--- src/rtl/l1_pkg.sv ---
// Shared definitions for the L1 refill controller: FSM state encoding and
// the address-split derivations used by the controller.
package l1_pkg;

    typedef enum logic [1:0] {
        IDLE = 2'd0,
        REQ  = 2'd1,
        FILL = 2'd2,
        DONE = 2'd3
    } refill_state_e;

    // Byte-offset bits of a whole cache line.
    function automatic int calc_off(input int line_words, input int width);
        return $clog2(line_words * width / 8);
    endfunction

    // Byte-offset bits within one data word.
    function automatic int calc_boff(input int width);
        return $clog2(width / 8);
    endfunction

    // Word-select bits within one cache line.
    function automatic int calc_bw(input int line_words);
        return $clog2(line_words);
    endfunction

endpackage

--- src/rtl/l1_refill_ctrl.sv ---
// L1 line refill controller: accepts a miss, issues one line read to the next
// level and streams the returned beats straight into the data memory.
module l1_refill_ctrl
    import l1_pkg::*;
#(
    parameter int WIDTH      = 32,
    parameter int DEPTH      = 1024,
    parameter int LINE_WORDS = 4
) (
    input  logic                     CLK,
    input  logic                     RST_N,
    input  logic                     MEM_READY,
    input  logic                     miss_val,
    input  logic [31:0]              miss_addr,
    output logic                     miss_rdy,
    output logic                     bus_req_val,
    output logic [31:0]              bus_req_addr,
    input  logic                     bus_req_ack,
    input  logic                     bus_rsp_val,
    input  logic [WIDTH-1:0]         bus_rsp_data,
    output logic                     dm_en,
    output logic                     dm_we,
    output logic [$clog2(DEPTH)-1:0] dm_addr,
    output logic [WIDTH-1:0]         dm_wdata,
    output logic                     fill_done,
    output logic                     busy
);

    localparam int OFF  = calc_off(LINE_WORDS, WIDTH);
    localparam int BOFF = calc_boff(WIDTH);
    localparam int BW   = calc_bw(LINE_WORDS);
    localparam int AW   = $clog2(DEPTH);

    refill_state_e  state_q;
    logic [31:0]    addr_q;
    logic [BW-1:0]  beat_q;
    logic           beat_fire;
    logic           unused_addr_bits;

    // The byte offset inside the line never reaches the bus or the array.
    assign unused_addr_bits = ^addr_q[OFF-1:0];

    assign miss_rdy  = (state_q == IDLE) & MEM_READY;
    assign beat_fire = (state_q == FILL) & bus_rsp_val;

    // NOTE: all state lives in one always_ff with non-blocking updates, so every
    // branch reads the pre-edge values of state_q/beat_q regardless of order.
    always_ff @(posedge CLK or negedge RST_N) begin
        if (!RST_N) begin
            state_q <= IDLE;
            addr_q  <= '0;
            beat_q  <= '0;
        end else begin
            case (state_q)
                IDLE: begin
                    if (miss_val && miss_rdy) begin
                        addr_q  <= miss_addr;
                        beat_q  <= '0;
                        state_q <= REQ;
                    end
                end
                REQ: begin
                    if (bus_req_ack) begin
                        state_q <= FILL;
                    end
                end
                FILL: begin
                    if (bus_rsp_val) begin
                        beat_q <= beat_q + 1'b1;
                        // LINE_WORDS is a power of two, so all-ones is the last beat.
                        if (&beat_q) begin
                            state_q <= DONE;
                        end
                    end
                end
                DONE: begin
                    state_q <= IDLE;
                end
                default: begin
                    state_q <= IDLE;
                end
            endcase
        end
    end

    assign bus_req_val  = (state_q == REQ);
    assign bus_req_addr = bus_req_val ? {addr_q[31:OFF], {OFF{1'b0}}} : 32'd0;
    assign fill_done    = (state_q == DONE);
    assign busy         = (state_q != IDLE);

    // Beats are written in the cycle they arrive; the data path is zeroed otherwise.
    assign dm_en    = beat_fire;
    assign dm_we    = beat_fire;
    assign dm_addr  = beat_fire ? {addr_q[BOFF+AW-1:OFF], beat_q} : {AW{1'b0}};
    assign dm_wdata = beat_fire ? bus_rsp_data : {WIDTH{1'b0}};

endmodule

--- config.mk ---
export PLATFORM = sky130hd
export DESIGN_NAME = l1_refill_ctrl
export DESIGN_NICKNAME = d
export VERILOG_FILES = /design/src/rtl/l1_pkg.sv /design/src/rtl/l1_refill_ctrl.sv
export SDC_FILE = /design/constraint.sdc
export NUM_CORES = 1
export LEC_CHECK = 0
export ABC_AREA = 1
export BUFFER_PORTS_ARGS = -buffer_cell sky130_fd_sc_hd__buf_2
export CAP_MARGIN = 40
export CELL_PAD_IN_SITES_DETAIL_PLACEMENT = 0
export CELL_PAD_IN_SITES_GLOBAL_PLACEMENT = 1
export CORE_MARGIN = 2
export CORE_UTILIZATION = 28
export CTS_CLUSTER_DIAMETER = 120
export DETAILED_ROUTE_END_ITERATION = 8
export PLACE_DENSITY = 0.91
export RECOVER_POWER = 25
export SLEW_MARGIN = 30
export SYNTH_ARGS = -nofsm -noshare
export SYNTH_HDL_FRONTEND = slang
export SYNTH_SLANG_ARGS = --single-unit
--- constraint.sdc ---
create_clock -name CLK -period 2.8 [get_ports CLK]
set_clock_uncertainty 0.2 [all_clocks]
set_input_delay 0.42 -clock CLK [delete_from_list [all_inputs] [get_ports CLK]]
set_output_delay 0.42 -clock CLK [all_outputs]
set_load 0.02 [all_outputs]
==> results.cfg, run 1 <==
[status]
status = completed

[logic_synthesis]
synth.cell_area_mm2 = 0.00202
synth_cell_type_count = 17
yosys.area.top_type = dfrtp_1
synth-seq-cells = 32
synth_area_leaders = dfrtp_1, nand2_1, inv_1, nor2_1, nand3_1
synth_common_cells = nand2_1, inv_1, nor2_1
synth_seq_area_share_pct = 39.7
yosys.area.top_type_share_pct = 39.7
synth-main-ff-cell = dfrtp_1
ys.warnings.count = 0
synth_edf_count = 0
netlist_instances = 312
synth_area_per_cell_um2 = 6.46
async_flop_share_pct = 100
synth.most_common_cell = nand2_1

[pwr]
switchingPower_mw = 1.26
combPwrFrac_pct = 53.2
seq_power_share_pct = 29.1
internal_power_mw = 1.48
power.share.clock_pct = 17.7
sw_frac_of_total_pct = 46.0
power.density_mw_per_mm2 = 934
irDropWorstVdd_uv = 446
leakagePower_nw = 2.13

[clocking]
cts_sinks = 32
path_clk_slew_ps = 70
cts_buffer_depth = 2
ctsResizeCount = 0
cts-root-buf = clkbuf_8
post_cts_buffers = 0
cts_max_level = 2
tritoncts = built
insertion_delay_ps = 270
cts_made_buffers = 5

[cells_and_area]
drive_gt1_share_pct = 34.5
diodes = 0
fin_nets = 527
seqCellArea_um2 = 801
area_delta_synth_final_pct = 45.2
fillCellCount = 735
multi_input_area_um2 = 805

[timing]
slew_headroom_pct = 33.2
final_hold_viol_count = 0
setup_tns_ps = 0
worstMarginPinSlew_ps = 1000
period_share_pct = 85.7
final_max_slew_viol_count = 0
rsz0062_at_grt = no
setup_viol = 0
clock.fmax_mhz = 417
post-route-worst-setup-slack_ps = 400
min_period_ps = 2400

[run]
maxCapViolCount = 0

[worst_hold_path]
min_to = addr_q[15]
min_path_cells = 3
min_from = miss_addr[15]
min_path_type = in -> reg

[global_route]
antenna_found_initial = 0
grt_overflow = 0
grt_pass1_wl_mm = 8.83
grt_max_degree = 44
grt_usage_pct = 14.2
grt_pass1_vias = 2055

[critical_path]
cp.arrival_ps = 1780
rr_startpoint = state_q[0]
critPathMaxFanout = 43
reg2reg_setup_slack_ps = 540
worst-setup-path-type = reg -> out
cp-start-kind = register
cp_top_family = buffers and inverters
endpoint_kind = primary output
cp_slowest_cell = dfrtp_1
crit_required_ps = 2180
critPathMaxStageDelay_ps = 400
crit_chain = inv_1, ha_1, nand2_1, buf_4, nor2_1, buf_2
path_buf_inv = 3
worstRegToRegCells = 7
r2r-end = state_q[0]

[placement]
port-buffer-count = 141
place_congestion = 0.748
dp_slack_ps = 673
hpwl_mm = 4.32

[routing]
vias_per_cell = 3.95
wl_per_cell_um = 10.3
drc = 0
antenna_left = 0
firstDrtPassIters = 4
drt_iter0_drc = 102
wl_mm = 5.65
dr_total_vias = 2164

[die]
initial_core_util_pct = 29.3
ios = 150
dieArea_mm2 = 0.00789
core-area_mm2 = 0.00687
rows = 30
die-height_um = 88.8
die_w_um = 88.8
==> layer usage <==
metal,track usage (%),up-vias,part of all wire [%]
met5,0,-,0
met4,3.72,0,1.0
met3,3.36,6,4.5
met2,26.4,47,53
met1,16.2,958,41
li1,-,1153,-
==> placed cells by master, fill, tap and decap left out, drive strengths merged <==
cell | Yosys | final
inv | 79 | 79
nand2 | 83 | 83
nor2 | 55 | 55
or2 | 1 | 1
ha | 6 | 6
clkbuf | 1 | 9
dfrtp | 32 | 32
o21ai | 2 | 2
buf | 18 | 145
a21oi | 9 | 9
bufinv | 0 | 1
a21o | 1 | 1
conb | 1 | 4
nand3 | 24 | 24
dlygate4sd3 | 0 | 1
==> power by group through the flow <==
| stage | logic (mW) | clock network (mW) | registers [mW] |
|---|---|---|---|
| 6_report | 1.45 | 0.482 | 0.795 |
| 5_1_grt | 1.63 | 0.523 | 0.826 |
| 4_1_cts | 1.47 | 0.499 | 0.796 |
| 3_5_place_dp | 1.47 | 0 | 0.803 |
| 3_3_place_gp | 1.45 | 0 | 0.794 |
| 2_1_floorplan | 1.04 | 0 | 0.776 |
==> through the flow <==
| stage | hold WS, ps | cell area [µm²] | power [mW] | utilization (%) | cells |
|---|---|---|---|---|---|
| after CTS | 21.2 | 2900 | 2.77 | 42.2 | 546 |
| final | 167 | 2930 | 2.73 | 42.6 | 548 |
| after detailed placement | 266 | 2770 | 2.27 | 40.4 | 538 |
| after global placement | 263 | 2770 | 2.24 | 40.4 | 538 |
| after global routing | 165 | 2930 | 2.97 | 42.6 | 548 |
| after floorplan | -75.6 | 2030 | 1.82 | - | 315 |
==> how the worst max path moves through the flow <==
| stage | depth (start not counted) | slack [ps] | to | start |
|---|---|---|---|---|
| after floorplan | 6 | 790 | dm_we | state_q[0] |
| after global placement | 6 | 690 | dm_wdata[25] | state_q[0] |
| after detailed placement | 6 | 670 | dm_wdata[0] | state_q[0] |
| after CTS | 6 | 360 | dm_wdata[0] | state_q[0] |
| after global routing | 6 | 200 | dm_wdata[25] | state_q[0] |
| final | 6 | 400 | dm_wdata[0] | state_q[0] |
==> state kept, by name, indices dropped and copies added, names as in the netlist <==
signal and count:
addr_q 28, beat_q 2, state_q 2
==> cell type report <==
cell class / count / area share (%)
clock buffers: 7 / 3.29
clock inverters: 1 / 1.03
inverters: 79 / 10.1
multi-input cells: 185 / 27.5
flip-flops and latches: 32 / 27.4
well taps: 96 / 4.10
repair buffers: 148 / 26.6
==> what timing repair did <==
item,4_1_cts,5_1_grt
endpoints found under the hold margin,0,14
hold buffers,0,1
setup endpoints to repair,0,0
==> kinds of logic after synthesis <==
kind of cell / synth area share (%)
flops: 39.7
fa+ha+maj: 3.72
buf+inv: 20.5
simple gates: 32.7
compound gates: 3.10
other cells: 0.186
==> tightest hold or removal path, delay by kind of cell <==
family | cells | cell delay (ps)
simple gates | 2 | 110
buf+inv | 1 | 70
Power figures use the tool's default switching activity.
==> run 2, diff against run 1 <==
==> constraint.sdc (replaced) <==
create_clock -name CLK -period 2.8 [get_ports CLK]
set_clock_uncertainty 0.2 [all_clocks]
set_input_delay 0.28 -clock CLK [delete_from_list [all_inputs] [get_ports CLK]]
set_output_delay 0.28 -clock CLK [all_outputs]
set_load 0.02 [all_outputs]
==> run 2 against run 1 <==
  * The flow now finishes with violations (max-capacitance violations, max-slew violations)
  * Wire length fell by 0.58%
  * Die area unchanged
  * Setup slack lost 210 ps
  * Clock power increased by 0.8%
  * Global-route usage grew 0.51 points
  * Power is essentially flat
  * Sequential share of layout area grew 0.16 points
  * Critical path depth unchanged
  * Flip-flop and latch count unchanged
  * Worst hold slack got worse by 140 ps
  * Critical endpoint is now dm_addr[9]
  * Largest cell class unchanged
  * Largest power group unchanged
==> results.cfg, run 2 (synthesis gave the netlist of run 1 again) <==
[status]
status = finished, violations left
violations = max-capacitance violations, max-slew violations

[cells_and_area]
area_delta_synth_final_pct = 44.3
instances_no_fill = 548
largest_reg_flops = 28
layout_commonest_cell = buf_2
fillCellCount = 763
reg.largest.list = addr_q: 28 flops, beat_q: 2 flops, state_q: 2 flops
drive_gt1_share_pct = 34.1
final_cell_mix = buf_2, nand2_1, inv_1
diodes = 0
regMostFlops = addr_q
fin_nets = 527

[worst_hold_path]
min_to = addr_q[24]
min_path_cells = 3
min_from = miss_addr[24]
min_path_type = in -> reg

[timing]
worstMarginPinSlew_ps = 1510
slew_headroom_pct = -0.517
period_share_pct = 93.1
clock.fmax_mhz = 384
post-route-worst-setup-slack_ps = 193
setup_tns_ps = 0
final_max_slew_viol_count = 29
setup_viol = 0
final_hold_viol_count = 0
min_period_ps = 2610
rsz0062_at_grt = no

[placement]
dp_slack_ps = 479
place_congestion = 0.743
port-buffer-count = 141
hpwl_mm = 4.29
dp_cells = 538

[clocking]
cts_buffer_depth = 2
ctsResizeCount = 0
cts-root-buf = clkbuf_8
cts_hold_buffers = 1
path_clk_slew_ps = 70
cts_sinks = 32
post_cts_buffers = 0
insertion_delay_ps = 270
cts_made_buffers = 5
cts_max_level = 2
tritoncts = built

[die]
ios = 150
die_w_um = 88.8
core-area_mm2 = 0.00687
rows = 30
dieArea_mm2 = 0.00789
initial_core_util_pct = 29.3
die-height_um = 88.8

[critical_path]
endpoint_kind = primary output
r2r-end = state_q[0]
cp.arrival_ps = 2130
critPathMaxFanout = 23
reg2reg_setup_slack_ps = 830
rr_startpoint = state_q[0]
crit_chain = inv_1, ha_1, nand2_1, buf_4, nor2_1, buf_2
critPathMaxStageDelay_ps = 410
worstRegToRegCells = 7
worst-setup-path-type = reg -> out
cp_slowest_cell = dfrtp_1
crit_required_ps = 2320
cp-start-kind = register

[pwr]
p_total_mw = 2.73
power.density_mw_per_mm2 = 939
leakagePower_nw = 2.11
irDropWorstVdd_uv = 400

[global_route]
grt_pass1_wl_mm = 9.11
antenna_found_initial = 0
grt_max_degree = 38
grt_overflow = 0
grt_pass1_vias = 1985
grt_usage_pct = 14.7

[routing]
drc = 0
firstDrtPassIters = 4
drt_iter0_drc = 98
wl_per_cell_um = 10.2
wl_mm = 5.61
dr_total_vias = 2124
antenna_left = 0
vias_per_cell = 3.88

[run]
maxCapViolCount = 1
[run 2: cell count changes in the layout (fill, tap and decap cells not counted), sizes merged]
cell and delta:
buf -2, clkbuf +2
[run 2: area by class of cell]
type | count | area, µm² | area share (%)
inverters | 79 | 297 | 10.2
multi-input cells | 185 | 812 | 27.9
flip-flops and latches | 32 | 801 | 27.5
well taps | 96 | 120 | 4.13
clock inverters | 1 | 30.0 | 1.03
clock buffers | 7 | 96.3 | 3.31
repair buffers | 148 | 753 | 25.9
[run 2: power by group]
group          total, mW  switching (mW)  internal (mW)
logic               1.45           0.965          0.485
clock network      0.486           0.172          0.314
registers          0.795           0.118          0.678
[run 2: worst max-delay path by stage]
stage                        to       start
detailed placement   dm_addr[9]  state_q[0]
floorplan                 dm_we  state_q[0]
global placement    dm_wdata[0]  state_q[0]
global route        dm_wdata[2]  state_q[0]
finish               dm_addr[9]  state_q[0]
CTS                  dm_addr[9]  state_q[0]
[run 2: routing by layer]
| metal | track usage (%) | vias up | routed length (µm) | share of wire (%) |
|---|---|---|---|---|
| met1 | 18.5 | 918 | 2440 | 44 |
| met3 | 2.99 | 6 | 234 | 4.2 |
| met4 | 3.99 | 0 | 54 | 0.96 |
| met5 | 0 | - | 0 | 0 |
| met2 | 25.6 | 47 | 2880 | 51 |
| li1 | - | 1153 | - | - |
[run 2: metrics by stage]
stage / area [µm²] / util [%] / hold slack (ps)
finish: 2910 / 42.3 / 24.4
CTS: 2910 / 42.3 / 17.1
global route: 2910 / 42.3 / 14.9
global placement: 2770 / 40.4 / 179
floorplan: 2030 / - / -216
detailed placement: 2770 / 40.4 / 198
[run 2: critical path: cells and delay by family (launching register included)]
family / cells / cell delay [ps]
adders and majority gates: 1 / 290
and+or+nand+nor: 2 / 490
buffers and inverters: 3 / 650
DFF: 1 / 410
